<file path="config.mk">
export PLATFORM = sky130hd
export DESIGN_NAME = obi_copy_engine_flat
export DESIGN_NICKNAME = d
export VERILOG_FILES = /design/src/rtl/obi_copy_pkg.sv /design/src/rtl/obi_copy_engine_if.sv /design/src/rtl/obi_copy_engine.sv /design/src/flat_wrapper.sv
export SDC_FILE = /design/constraint.sdc
export NUM_CORES = 1
export LEC_CHECK = 0
export CORE_UTILIZATION = 53
export DETAILED_ROUTE_END_ITERATION = 8
export GPL_ROUTABILITY_DRIVEN = 0
export PLACE_DENSITY = 0.89
export SLEW_MARGIN = 20
export SYNTH_ARGS = -nofsm -noshare
export SYNTH_HDL_FRONTEND = slang
export SYNTH_SLANG_ARGS = --single-unit
</file>
<file path="constraint.sdc">
create_clock -name clk_i -period 2.81 [get_ports clk_i]
set_input_delay 0.562 -clock clk_i [delete_from_list [all_inputs] [get_ports clk_i]]
set_output_delay 0.562 -clock clk_i [all_outputs]
set_load 0.005 [all_outputs]
</file>
<file path="src/rtl/obi_copy_pkg.sv">
// Shared definitions for the OBI block-copy engine.
//   obi_copy_state_e : controller state encoding
//   OBI_BE_WORD      : byte enable used for every (full-word) access
//   WORD_BYTES       : address step between consecutive words
package obi_copy_pkg;

  typedef enum logic [2:0] {
    IDLE,
    RD_REQ,
    RD_RSP,
    WR_REQ,
    WR_RSP,
    DONE
  } obi_copy_state_e;

  localparam logic [3:0] OBI_BE_WORD = 4'hF;
  localparam int         WORD_BYTES  = 4;

endpackage

</file>
<file path="src/rtl/obi_copy_engine_if.sv">
// OBI bus bundle between the copy engine (master) and the crossbar (slave).
//   req/addr/we/be/wdata : request channel, driven by the manager
//   gnt                  : request accepted by the fabric
//   rvalid/rdata/err     : response channel; err is only meaningful with rvalid
interface obi_copy_engine_if;

  logic        req;
  logic        gnt;
  logic [31:0] addr;
  logic        we;
  logic [3:0]  be;
  logic [31:0] wdata;
  logic        rvalid;
  logic [31:0] rdata;
  logic        err;

  modport master (
    output req, addr, we, be, wdata,
    input  gnt, rvalid, rdata, err
  );

  modport slave (
    input  req, addr, we, be, wdata,
    output gnt, rvalid, rdata, err
  );

endinterface

</file>
<file path="src/rtl/obi_copy_engine.sv">
// Single-channel OBI manager that copies len_i 32-bit words from src_addr_i
// to dst_addr_i, one outstanding transaction at a time, read then write per
// word.
//   clk_i, rst_i      : clock, synchronous active-high reset
//   start_i           : start request, only looked at while idle
//   src_addr_i        : source byte address (low two bits ignored)
//   dst_addr_i        : destination byte address (low two bits ignored)
//   len_i             : number of words; zero completes with no bus traffic
//   busy_o            : transfer in progress
//   done_o            : one-cycle pulse at completion or abort
//   error_o           : sticky error flag, cleared by the next accepted start
//   obi               : OBI manager port
module obi_copy_engine
  import obi_copy_pkg::*;
#(
  parameter int LEN_WIDTH     = 10,
  parameter bit OBI_ERR_ABORT = 1'b1
) (
  input  logic                 clk_i,
  input  logic                 rst_i,
  input  logic                 start_i,
  input  logic [31:0]          src_addr_i,
  input  logic [31:0]          dst_addr_i,
  input  logic [LEN_WIDTH-1:0] len_i,
  output logic                 busy_o,
  output logic                 done_o,
  output logic                 error_o,
  obi_copy_engine_if.master    obi
);

  localparam logic [31:0] ADDR_MASK = 32'hFFFF_FFFC;

  obi_copy_state_e      state_q;
  logic [31:0]          src_q;
  logic [31:0]          dst_q;
  logic [LEN_WIDTH-1:0] rem_q;
  logic                 req_q;
  logic                 we_q;
  logic [31:0]          addr_q;
  logic [31:0]          wdata_q;
  logic                 busy_q;
  logic                 done_q;
  logic                 error_q;

  logic                 rd_fire;
  logic                 wr_fire;
  logic                 rsp_abort;
  logic [31:0]          src_nxt;
  logic [31:0]          dst_nxt;

  // A response counts either in the *_RSP state or together with the grant
  // (zero-latency responders); a lone rvalid anywhere else is ignored.
  assign rd_fire   = obi.rvalid && ((state_q == RD_REQ && obi.gnt) || state_q == RD_RSP);
  assign wr_fire   = obi.rvalid && ((state_q == WR_REQ && obi.gnt) || state_q == WR_RSP);
  assign rsp_abort = obi.err && OBI_ERR_ABORT;

  // Address arithmetic wraps modulo 2^32.
  assign src_nxt = src_q + 32'(WORD_BYTES);
  assign dst_nxt = dst_q + 32'(WORD_BYTES);

  always_ff @(posedge clk_i) begin
    if (rst_i) begin
      state_q <= IDLE;
      src_q   <= '0;
      dst_q   <= '0;
      rem_q   <= '0;
      req_q   <= 1'b0;
      we_q    <= 1'b0;
      addr_q  <= '0;
      wdata_q <= '0;
      busy_q  <= 1'b0;
      done_q  <= 1'b0;
      error_q <= 1'b0;
    end else begin
      done_q <= 1'b0;
      unique case (state_q)
        IDLE: begin
          if (start_i) begin
            error_q <= 1'b0;
            if (len_i != '0) begin
              src_q   <= src_addr_i & ADDR_MASK;
              dst_q   <= dst_addr_i & ADDR_MASK;
              rem_q   <= len_i;
              addr_q  <= src_addr_i & ADDR_MASK;
              req_q   <= 1'b1;
              we_q    <= 1'b0;
              busy_q  <= 1'b1;
              state_q <= RD_REQ;
            end else begin
              done_q  <= 1'b1;
              state_q <= DONE;
            end
          end
        end

        RD_REQ, RD_RSP: begin
          if (rd_fire) begin
            wdata_q <= obi.rdata;
            if (obi.err) error_q <= 1'b1;
            if (rsp_abort) begin
              req_q   <= 1'b0;
              we_q    <= 1'b0;
              busy_q  <= 1'b0;
              done_q  <= 1'b1;
              state_q <= DONE;
            end else begin
              // Errored data is still written when aborting is disabled.
              req_q   <= 1'b1;
              we_q    <= 1'b1;
              addr_q  <= dst_q;
              state_q <= WR_REQ;
            end
          end else if (state_q == RD_REQ && obi.gnt) begin
            req_q   <= 1'b0;
            state_q <= RD_RSP;
          end
        end

        WR_REQ, WR_RSP: begin
          if (wr_fire) begin
            if (obi.err) error_q <= 1'b1;
            src_q <= src_nxt;
            dst_q <= dst_nxt;
            rem_q <= rem_q - LEN_WIDTH'(1);
            if (rsp_abort || rem_q == LEN_WIDTH'(1)) begin
              req_q   <= 1'b0;
              we_q    <= 1'b0;
              busy_q  <= 1'b0;
              done_q  <= 1'b1;
              state_q <= DONE;
            end else begin
              req_q   <= 1'b1;
              we_q    <= 1'b0;
              addr_q  <= src_nxt;
              state_q <= RD_REQ;
            end
          end else if (state_q == WR_REQ && obi.gnt) begin
            req_q   <= 1'b0;
            state_q <= WR_RSP;
          end
        end

        DONE: begin
          state_q <= IDLE;
        end

        default: begin
          state_q <= IDLE;
        end
      endcase
    end
  end

  assign busy_o    = busy_q;
  assign done_o    = done_q;
  assign error_o   = error_q;
  assign obi.req   = req_q;
  assign obi.we    = we_q;
  assign obi.addr  = addr_q;
  assign obi.wdata = wdata_q;
  assign obi.be    = OBI_BE_WORD;

endmodule
</file>
<file path="src/flat_wrapper.sv">
// flat-port wrapper written by rule: the top's interface ports become plain ports
module obi_copy_engine_flat import obi_copy_pkg::*;
#(
  parameter int LEN_WIDTH     = 10,
  parameter bit OBI_ERR_ABORT = 1'b1
)
  (clk_i, rst_i, start_i, src_addr_i, dst_addr_i, len_i, busy_o, done_o, error_o, obi_req, obi_addr, obi_we, obi_be, obi_wdata, obi_gnt, obi_rvalid, obi_rdata, obi_err);
  obi_copy_engine_if obi_i ();
  input  logic clk_i;
  input  logic rst_i;
  input  logic start_i;
  input  logic [31:0] src_addr_i;
  input  logic [31:0] dst_addr_i;
  input  logic [LEN_WIDTH-1:0] len_i;
  output logic busy_o;
  output logic done_o;
  output logic error_o;
  output wire logic [$bits(obi_i.req)-1:0] obi_req;
  output wire logic [$bits(obi_i.addr)-1:0] obi_addr;
  output wire logic [$bits(obi_i.we)-1:0] obi_we;
  output wire logic [$bits(obi_i.be)-1:0] obi_be;
  output wire logic [$bits(obi_i.wdata)-1:0] obi_wdata;
  input wire logic [$bits(obi_i.gnt)-1:0] obi_gnt;
  input wire logic [$bits(obi_i.rvalid)-1:0] obi_rvalid;
  input wire logic [$bits(obi_i.rdata)-1:0] obi_rdata;
  input wire logic [$bits(obi_i.err)-1:0] obi_err;
  assign obi_req = obi_i.req;
  assign obi_addr = obi_i.addr;
  assign obi_we = obi_i.we;
  assign obi_be = obi_i.be;
  assign obi_wdata = obi_i.wdata;
  assign obi_i.gnt = obi_gnt;
  assign obi_i.rvalid = obi_rvalid;
  assign obi_i.rdata = obi_rdata;
  assign obi_i.err = obi_err;
  obi_copy_engine #(.LEN_WIDTH(LEN_WIDTH), .OBI_ERR_ABORT(OBI_ERR_ABORT)) u_core (.clk_i(clk_i), .rst_i(rst_i), .start_i(start_i), .src_addr_i(src_addr_i), .dst_addr_i(dst_addr_i), .len_i(len_i), .busy_o(busy_o), .done_o(done_o), .error_o(error_o), .obi(obi_i));
endmodule
</file>
# Word-level counts from Yosys, hierarchy flattened
# Cells that the tools add are included.
dict set report op_classes {
  add_sub_neg 3
  n_eq_ne 15
  mux 57
  n_reduce_logical 21
}
# operator count
set ops {}
lappend ops {{$mux 32} 10}
lappend ops {{$pmux 32 s2} 2}
lappend ops {{$pmux 32 s3} 1}
lappend ops {{$add 32x3->32 const B} 2}
lappend ops {{$mux 10} 3}
lappend ops {{$mux 1} 26}
lappend ops {{$mux 3} 8}
lappend ops {{$pmux 10 s2} 1}
lappend ops {{$pmux 1 s3} 5}
lappend ops {{$reduce_and 7->1} 2}
lappend ops {{$eq 10x1->1 const B} 1}
lappend ops {{$reduce_and 5->1} 2}
lappend ops {{$reduce_bool 10->1} 1}
lappend ops {{$sub 10x1->10 const B} 1}
lappend ops {{$pmux 3 s3} 1}
lappend ops {{$ne 2x1->1 const B} 4}
lappend ops {{$ne 2x2->1 const B} 4}
lappend ops {{$reduce_and 4->1} 2}
lappend ops {{$eq 3x2->1 const B} 2}
lappend ops {{$ne 3x1->1 const B} 2}
lappend ops {{$logic_and 1x1->1} 4}
lappend ops {{$reduce_or 2->1} 2}
lappend ops {{$eq 3x1->1 const B} 1}
lappend ops {{$eq 3x3->1 const B} 1}
lappend ops {{other kinds (6)} 8}
dict set report word_totals {
  inputBits 112
  regBits 146
  out_inout_bits 73
}

# Longest topological paths before layout
# Gate-level depths: netlist (run 1).
dict set report logic_depth {
  depth_word 6
  depth_mapped 9
}

# Least setup slack after synthesis (run 1)
# No wires, ideal clock.
dict set report synth_timing {
  path_kind {input -> register}
  startpoint {in obi_gnt}
  endpoint {reg u_core.dst_q[15]}
  setup_slack_ns 0.656
  setup_ns 0.132
  t_required_ns 2.678
  path_stages 8
  path_buffers 3
  t_arrival_ns 2.022
  cell_sequence {clkbuf_1 -> nand2_1 -> a32o_1 -> or3_1 -> buf_6 -> buf_2 -> o21ai_0 -> a21oi_1}
}
dict set report synth_via {
  elab_chain_len 5
}
# element line
set synth_rtl {}
lappend synth_rtl {{start, declared} flat_wrapper.sv:23} ;# input wire logic [$bits(obi_i.gnt)-1:0] obi_gnt;
lappend synth_rtl {{$logic_and 1x1->1} obi_copy_engine.sv:54} ;# assign wr_fire = obi.rvalid && ((state_q == WR_REQ && obi.gnt) || state_q == WR_RSP);
lappend synth_rtl {{$logic_or 1x1->1} obi_copy_engine.sv:54}
lappend synth_rtl {{$logic_and 1x1->1} obi_copy_engine.sv:54}
lappend synth_rtl {{$ne 2x1->1 (no line)} -}
lappend synth_rtl {{$reduce_and 4->1 (no line)} -}
lappend synth_rtl {{end signal, assigned} obi_copy_engine.sv:82} ;# dst_q <= dst_addr_i & ADDR_MASK;
lappend synth_rtl {{end signal, assigned} obi_copy_engine.sv:123} ;# dst_q <= dst_nxt;
lappend synth_rtl {{end, declared} obi_copy_engine.sv:35} ;# logic [31:0] dst_q;
# No other way between the ends.
# A chain may end at the register's enable or synchronous reset.

# Worst setup path in the final report (run 1)
dict set report layout_timing {
  startpoint {reg u_core.state_q[0]}
  endpoint {reg u_core.addr_q[12] (netlist: u_core.obi.addr[12])}
}
dict set report layout_via {
  elab_chain_len 6
  elab_cells_between_ends 22
  classes_between {10 x eq/ne; 1 x mux; 11 x reduce/logical}
}
# element line
set layout_rtl {}
lappend layout_rtl {{start, declared} obi_copy_engine.sv:33} ;# obi_copy_state_e state_q;
lappend layout_rtl {{start signal, assigned} obi_copy_engine.sv:63} ;# state_q <= IDLE;
lappend layout_rtl {{start signal, assigned} obi_copy_engine.sv:88} ;# state_q <= RD_REQ;
lappend layout_rtl {{start signal, assigned} obi_copy_engine.sv:91} ;# state_q <= DONE;
lappend layout_rtl {{$eq 3x2->1 or $eq 3x1->1 (tied branches)} {obi_copy_engine.sv:54, obi_copy_engine.sv:76, obi_copy_engine.sv:53}}
lappend layout_rtl {{$logic_and 1x1->1, on equally long branches} {obi_copy_engine.sv:54, obi_copy_engine.sv:53}}
lappend layout_rtl {{$logic_or 1x1->1, on equally long branches} {obi_copy_engine.sv:54, obi_copy_engine.sv:53}}
lappend layout_rtl {{$logic_and 1x1->1, on equally long branches} {obi_copy_engine.sv:54, obi_copy_engine.sv:53}}
lappend layout_rtl {{$ne 2x1->1 (no line)} -}
lappend layout_rtl {{$reduce_and 7->1 (no line)} -}
lappend layout_rtl {{end signal, assigned} obi_copy_engine.sv:84} ;# addr_q <= src_addr_i & ADDR_MASK;
lappend layout_rtl {{end signal, assigned} obi_copy_engine.sv:110} ;# addr_q <= dst_q;
lappend layout_rtl {{end signal, assigned} obi_copy_engine.sv:134} ;# addr_q <= src_nxt;
lappend layout_rtl {{end, declared} obi_copy_engine.sv:39} ;# logic [31:0] addr_q;
# Parallel ways exist; a longest one is shown, timed or not.

==> results of run 1 <==
-- worst register-to-register path: stages, from the launching register on --
cell and delay, ns:
dfxtp_1 0.62, and3b_1 0.44, a21o_1 0.21, nand3_1 0.11
buf_4 0.26, a2111oi_0 0.60, a221oi_1 0.15
-- final timing paths --
check | endpoint | slack, ns | cells past startpoint
min reg2reg | u_core.obi.wdata[30] | 0.45 | 2
min | u_core.obi.wdata[30] | 0.45 | 2
max reg2reg | u_core.obi.addr[12] | 0.30 | 6
max | u_core.obi.addr[12] | 0.30 | 6
-- sequential cells by signal, summed over array words and instances (netlist names) --
register,cells
u_core.busy_o,1
u_core.rem_q,10
u_core.done_o,1
u_core.error_o,1
u_core.dst_q,30
u_core.obi.we,1
u_core.obi.addr,31
u_core.src_q,30
u_core.state_q,3
u_core.obi.req,1
u_core.obi.wdata,32
-- final cells by class --
cell class	instances	area, um2	area share [%]
clock buffers	23	498	4.24
clock inverters	9	109	0.927
inverters	56	210	1.79
multi-input cells	901	5540	47.2
flip-flops and latches	141	2820	24.0
well taps	220	275	2.34
repair buffers	225	2290	19.5
-- Yosys cell counts, types with 4 or more instances --
master / count / area, um2
a22oi_1: 23 / 173
nor4_1: 26 / 163
nand4_1: 23 / 144
nor2_1: 52 / 195
a32o_1: 4 / 40.0
ha_1: 4 / 50.1
xnor2_1: 5 / 43.8
or2_2: 4 / 25.0
mux2_2: 4 / 45.0
clkbuf_1: 65 / 244
o22ai_1: 11 / 68.8
nor3b_1: 4 / 30.0
a31oi_1: 12 / 75.1
a2111oi_0: 32 / 280
a211o_1: 4 / 35.0
xor2_1: 4 / 35.0
a21o_1: 9 / 67.6
nor3_1: 23 / 115
o221ai_1: 21 / 184
nand2_1: 170 / 638
o21ai_0: 68 / 340
and3_1: 14 / 87.6
o32ai_1: 18 / 158
and2_1: 8 / 50.1
or3_1: 11 / 68.8
o31ai_1: 7 / 52.6
a221oi_1: 36 / 315
mux2i_1: 35 / 350
inv_1: 54 / 203
o211ai_1: 6 / 45.0
a211oi_1: 21 / 158
buf_6: 4 / 45.0
o21a_1: 5 / 37.5
nor2b_1: 4 / 25.0
and4_1: 12 / 105
dfxtp_1: 141 / 2820
buf_4: 8 / 60.1
o31a_1: 10 / 87.6
nand2b_1: 7 / 43.8
a311oi_1: 4 / 35.0
buf_2: 44 / 220
nand3_1: 43 / 215
a21oi_1: 113 / 566
nand3b_1: 4 / 30.0
-- through the flow --
stage          instance area, um2  setup slack, ns  power [mW]  std cells  hold WS (ns)
2_1_floorplan                9140            0.656        3.45       1224         0.449
3_3_place_gp                11100           0.0891        4.17       1543         0.441
3_5_place_dp                11100           0.0359        4.23       1543         0.445
4_1_cts                     11700            0.376        6.52       1575         0.453
5_1_grt                     11700            0.176        6.84       1575         0.468
6_report                    11700            0.296        6.58       1575         0.452
-- kinds of logic (layout without fill, tap and decap cells) --
| logic type | after synthesis | after routing | share of synthesized area [%] |
|---|---|---|---|
| compound gates | 432 | 432 | 32.5 |
| xor+xnor | 9 | 9 | 0.863 |
| fa+ha+maj | 4 | 4 | 0.548 |
| buf+inv | 182 | 313 | 8.77 |
| flops | 141 | 141 | 30.9 |
| mux | 39 | 39 | 4.33 |
| other cells | 1 | 4 | 0.0411 |
| simple gates | 413 | 413 | 22.0 |
-- where the power goes --
group          switching [mW]  total (mW)  internal [mW]
Sequential              0.282        2.52           2.23
Combinational           0.890        1.74          0.850
Clock                   0.901        2.32           1.42
Total                    2.07        6.58           4.51
-- routing by layer --
metal | wire, um | track usage [%]
met2 | 13800 | 53.5
met4 | 1090 | 15.3
met5 | 0 | 0
met1 | 12200 | 45.8
met3 | 3640 | 9.09
==> metrics.sh, run 1 <==
RUN_STATUS='finished, final reports clean'
OVERFLOW=0
TRITONCTS.NUM_BUFFERS=17
TRITONCTS='done'
CTS_HOLD_BUFFERS=0
DR_TOTAL_VIAS=10600
UNREPAIRED_SETUP_ENDPOINTS_AFTER_GLOBAL_ROUTING='no'
CRITICAL_PATH.ENDPOINT_TYPE='flop'
P_LEAK_nW=3.95
FIRST_PASS_ITERS=6
TIMING.CRITICAL_PATH.MAX_DELAY_FAMILY='compound AO/OA/AOI/OAI gates'
CELLS_TRAVERSED_ALONG_THE_WORST_TIMING_PATH='and3b_1 > a21o_1 > nand3_1 > buf_4 > a2111oi_0 > a221oi_1'
VIA_PER_INST=6.71
N_FILL_CELL=1266
GRT_FIRST_PASS_WIRELENGTH_UM=49700
START_UTIL_PCT=54.7
CLKTRANSATPATHREGS_NS=0.06
WORST_IR_DROP_VDD_mV=0.488
H-TREE-DEPTH=4
SYNTH-SEQ-CELLS=141
MAX_SLEW_MARGIN_PCT=58.5
DP_HPWL_UM=20800
STARTPOINT='u_core.state_q[0]'
FINAL_CELL_MIX='clkdlybuf4s50_1 (175), nand2_1 (169), dfxtp_1 (140), a21oi_1 (112), o21ai_0 (68)'
SYN_AVG_CELL_AREA_UM2=7.48
SYNTH_EDF_COUNT=0
FINAL-MAX-SLEW-VIOLATION-COUNT=0
CTS.REPAIR_TIMING.SETUP_BUFFER_COUNT=0
CP.ARRIVAL_NS=2.80
INSERTION_DELAY_NS=0.43
YS_SEQ_AREA_SHARE_PCT=30.9
SYNTH_FF_TYPE='dfxtp_1'
TRACK_USAGE_PCT=34.8
GRT_ANTENNA_BEFORE_REPAIR=0
DRIVE_GT1_SHARE_PCT=7.38
WORST_PATH_MAX_DELAY_CELL='dfxtp_1'
CP_DATA_REQUIRED_TIME_NS=3.10
WORST_PIN_SLEW_NS=0.614
CP_MAX_FO=30
SIGNED_AREA_CHANGE_FROM_THE_SYNTHESIZED_NETLIST_TO_THE_FINAL_LAYOUT_PCT=28.7
SHARE_OF_THE_CLOCK_PERIOD_USED_BY_THE_WORST_PATH_AFTER_LAYOUT_PCT=89.5
DIE_W_UM=133
FLOORPLAN.IO_PINS=185
ROOT_BUFFER='clkbuf_16'
PERIOD_MINUS_SLACK_NS=2.51
HOLD_VIOL_FINAL=0
MAX_FREQ_GHz=0.398
PWR_DENSITY_CELL_mW_PER_MM2=560
PATH_BUF_INV=1
DRC_ERRORS=0
HP-START='u_core.obi.wdata[30]'
PATH_CLASS='reg -> reg'
WORST_PATH_LARGEST_CELL_DELAY_NS=0.62
FP.DIEH_UM=133
DRTANTENNAVIOLNETS=0
TOTALWIRELENGTH_UM=30800
PLACEMENT_ROWS=47
POST_DRT_WL_PER_CELL_UM=19.6
MOSTFREQUENTLAYOUTCELL='clkdlybuf4s50_1'
DIE_AREA_MM2=0.0178
TRITONCTS_NUM_SINKS=141
NETLIST_AREA_MM2=0.00913
CORE_MM2=0.0167
CP-START-KIND='flop'
POST_SYNTH_INST_COUNT=1221
WORST_R2R_STARTPOINT='u_core.state_q[0]'
NUMBER_OF_DIODES_ADDED_FOR_ANTENNA_FIXING=0
POST_CTS_RESIZE_COUNT=0
DESIGN.FINAL.NETS=1458
YOSYSWARNINGCOUNT=0
FINCLKSKEW_NS=0.00542
FINALSETUPTNS_NS=0
GRT_PASS1_VIAS=9799
MAX-CAP-VIOLATIONS=0
HP-CLASS='reg -> reg'
BUFFERS_ON_PORTS=176
SETUP-VIOLATIONS-FINAL=0
ASYNC_FLOP_SHARE_PCT=0
CLOCKBUFFERDEPTH=2
YOSYSUNIQUECELLTYPES=68
FIN_UTIL_PCT=70.3
DRT-INITIAL-DRC-COUNT=1645
GRT_START_MAX_NET_PINS=63
Power figures use the tool's default switching activity.
==> run 2, diff against run 1 <==
- CAP_MARGIN: default -> 30
- CORE_UTILIZATION: 53 -> 37
- PLACE_DENSITY: 0.89 -> 0.68
- RECOVER_POWER: default -> 25
==> metrics.sh, run 2 (synthesis gave the netlist of run 1 again) <==
RUN_STATUS='finished, violations left'
FAILED_CHECKS='DRC'
DR_TOTAL_VIAS=10300
FINAL_DESIGN_AREA_NO_FILL_MM2=0.0120
TRITONCTS.NUM_BUFFERS=17
TRACK_USAGE_PCT=24.8
SIGNED_AREA_CHANGE_FROM_THE_SYNTHESIZED_NETLIST_TO_THE_FINAL_LAYOUT_PCT=32.0
PERIOD_MINUS_SLACK_NS=2.65
GRT_START_MAX_NET_PINS=133
GROUTE.LAYER.MET1.USAGE_PCT=34.5
DP_HPWL_UM=22300
GRT_ANTENNA_BEFORE_REPAIR=0
CTS.REPAIR_TIMING.SETUP_BUFFER_COUNT=0
FP.DIEH_UM=159
HOLD_VIOL_FINAL=0
CLKTRANSATPATHREGS_NS=0.07
DESIGN.FINAL.NETS=1481
GRT_FIRST_PASS_WIRELENGTH_UM=50900
ROOT_BUFFER='clkbuf_16'
NUMBER_OF_DIODES_ADDED_FOR_ANTENNA_FIXING=0
GRT_PASS1_VIAS=9358
DRIVE_GT1_SHARE_PCT=8.93
FIRST_PASS_ITERS=7
POST_DRT_WL_PER_CELL_UM=18.7
CRITICAL_PATH.ENDPOINT_TYPE='flop'
VIA_PER_INST=6.05
TOP_USAGE_LAYER='met2'
TRITONCTS='done'
SHARE_OF_THE_CLOCK_PERIOD_USED_BY_THE_WORST_PATH_AFTER_LAYOUT_PCT=94.1
CP.ARRIVAL_NS=2.92
CORE_MM2=0.0242
DRTANTENNAVIOLNETS=0
GLOBALROUTEMET2UTIL_PCT=39.0
GR-USAGE-MET3_PCT=3.70
MAX_SLEW_MARGIN_PCT=56.9
LARGEST_REG_FLOPS=32
CP_MAX_FO=31
BUFFERS_ON_PORTS=176
FIN_UTIL_PCT=49.7
MAX-CAP-VIOLATIONS=0
SETUP-VIOLATIONS-FINAL=0
FINAL_CELL_MIX='nand2_1 (169), dfxtp_1 (140), clkdlybuf4s50_1 (125), a21oi_1 (112), o21ai_0 (68)'
WORST_IR_DROP_VDD_mV=0.353
INSERTION_DELAY_NS=0.43
CP_DATA_REQUIRED_TIME_NS=3.08
HP-CLASS='reg -> reg'
PLACEMENT.CELL_AREA_MM2=0.0114
DIE_AREA_MM2=0.0253
P_LEAK_nW=4.22
PWR_DENSITY_CELL_mW_PER_MM2=560
WORST_PIN_SLEW_NS=0.640
MOSTFREQUENTLAYOUTCELL='nand2_1'
CLOCKBUFFERDEPTH=2
MAX_FREQ_GHz=0.378
DIE_W_UM=159
FINAL-MAX-SLEW-VIOLATION-COUNT=0
OVERFLOW=0
START_UTIL_PCT=37.6
TRITONCTS_NUM_SINKS=141
H-TREE-DEPTH=4
FINCLKSKEW_NS=0.0105
DRC_ERRORS=1
TOTALWIRELENGTH_UM=31800
DRT-INITIAL-DRC-COUNT=1212
PATH_CLASS='reg -> reg'
UNREPAIRED_SETUP_ENDPOINTS_AFTER_GLOBAL_ROUTING='no'
TOTAL_POWER_mW=6.75
N_FILL_CELL=2316
CP-START-KIND='flop'
PLACEMENT_ROWS=57
FLOORPLAN.IO_PINS=185
[run 2: cell count changes in the layout (fill, tap and decap cells not counted), sizes merged]
cell           before  now
dlygate4sd3         0   50
clkbuf             23   19
clkinv              5    7
inv                54   58
buf                50   72
bufinv              2    4
clkinvlp            4    1
clkdlybuf4s50     175  125
[run 2: path summary, 6_finish.rpt]
| check | start | depth (start not counted) | slack (ns) | to |
|---|---|---|---|---|
| setup / recovery | u_core.state_q[1] | 7 | 0.16 | u_core.obi.addr[16] |
| hold / removal | u_core.obi.wdata[30] | 2 | 0.45 | u_core.obi.wdata[30] |
| setup reg to reg | u_core.state_q[1] | 7 | 0.16 | u_core.obi.addr[16] |
| hold reg to reg | u_core.obi.wdata[30] | 2 | 0.45 | u_core.obi.wdata[30] |
[run 2: through the flow]
stage / setup TNS, ns / worst slack (ns) / hold WS, ns / cells
floorplan: 0 / 0.656 / 0.449 / 1224
global placement: -4.12 / -0.224 / 0.441 / 1668
global route: 0 / 0.0324 / 0.462 / 1702
finish: 0 / 0.165 / 0.450 / 1702
CTS: 0 / 0.123 / 0.455 / 1702
detailed placement: -7.05 / -0.296 / 0.446 / 1670
[run 2: power breakdown]
part           internal, mW  switching [mW]  total (mW)
combinational         0.842           0.887        1.73
sequential             2.23           0.273        2.51
clock                  1.53           0.982        2.51
total                  4.60            2.14        6.75
[run 2: final cells by class]
cell class | count | area (um2) | area share, %
clock buffers | 18 | 439 | 3.64
inverters | 56 | 210 | 1.74
repair buffers | 248 | 2420 | 20.1
clock inverters | 14 | 206 | 1.71
multi-input cells | 901 | 5550 | 46.0
flip-flops and latches | 141 | 2820 | 23.4
well taps | 324 | 405 | 3.36
[run 2: layer usage]
metal | share of wire (%) | wire length, um
met2 | 45 | 14300
met1 | 45 | 14200
met4 | 1.9 | 612
met3 | 8.3 | 2650
met5 | 0 | 0
[run 2: worst max-delay path: stages (launching register included)]
cell and delay, ns:
dfxtp_2 0.48, buf_4 0.45, and2_1 0.23, nor2_1 0.05, o22a_1 0.38, buf_4 0.28, a2111oi_0 0.48, a221oi_1 0.14
[run 2: what timing repair did]
| action | CTS | global route |
|---|---|---|
| hold buffers | 0 | 0 |
| resized for setup | 0 | 1 |
| setup endpoints to repair | 0 | 2 |
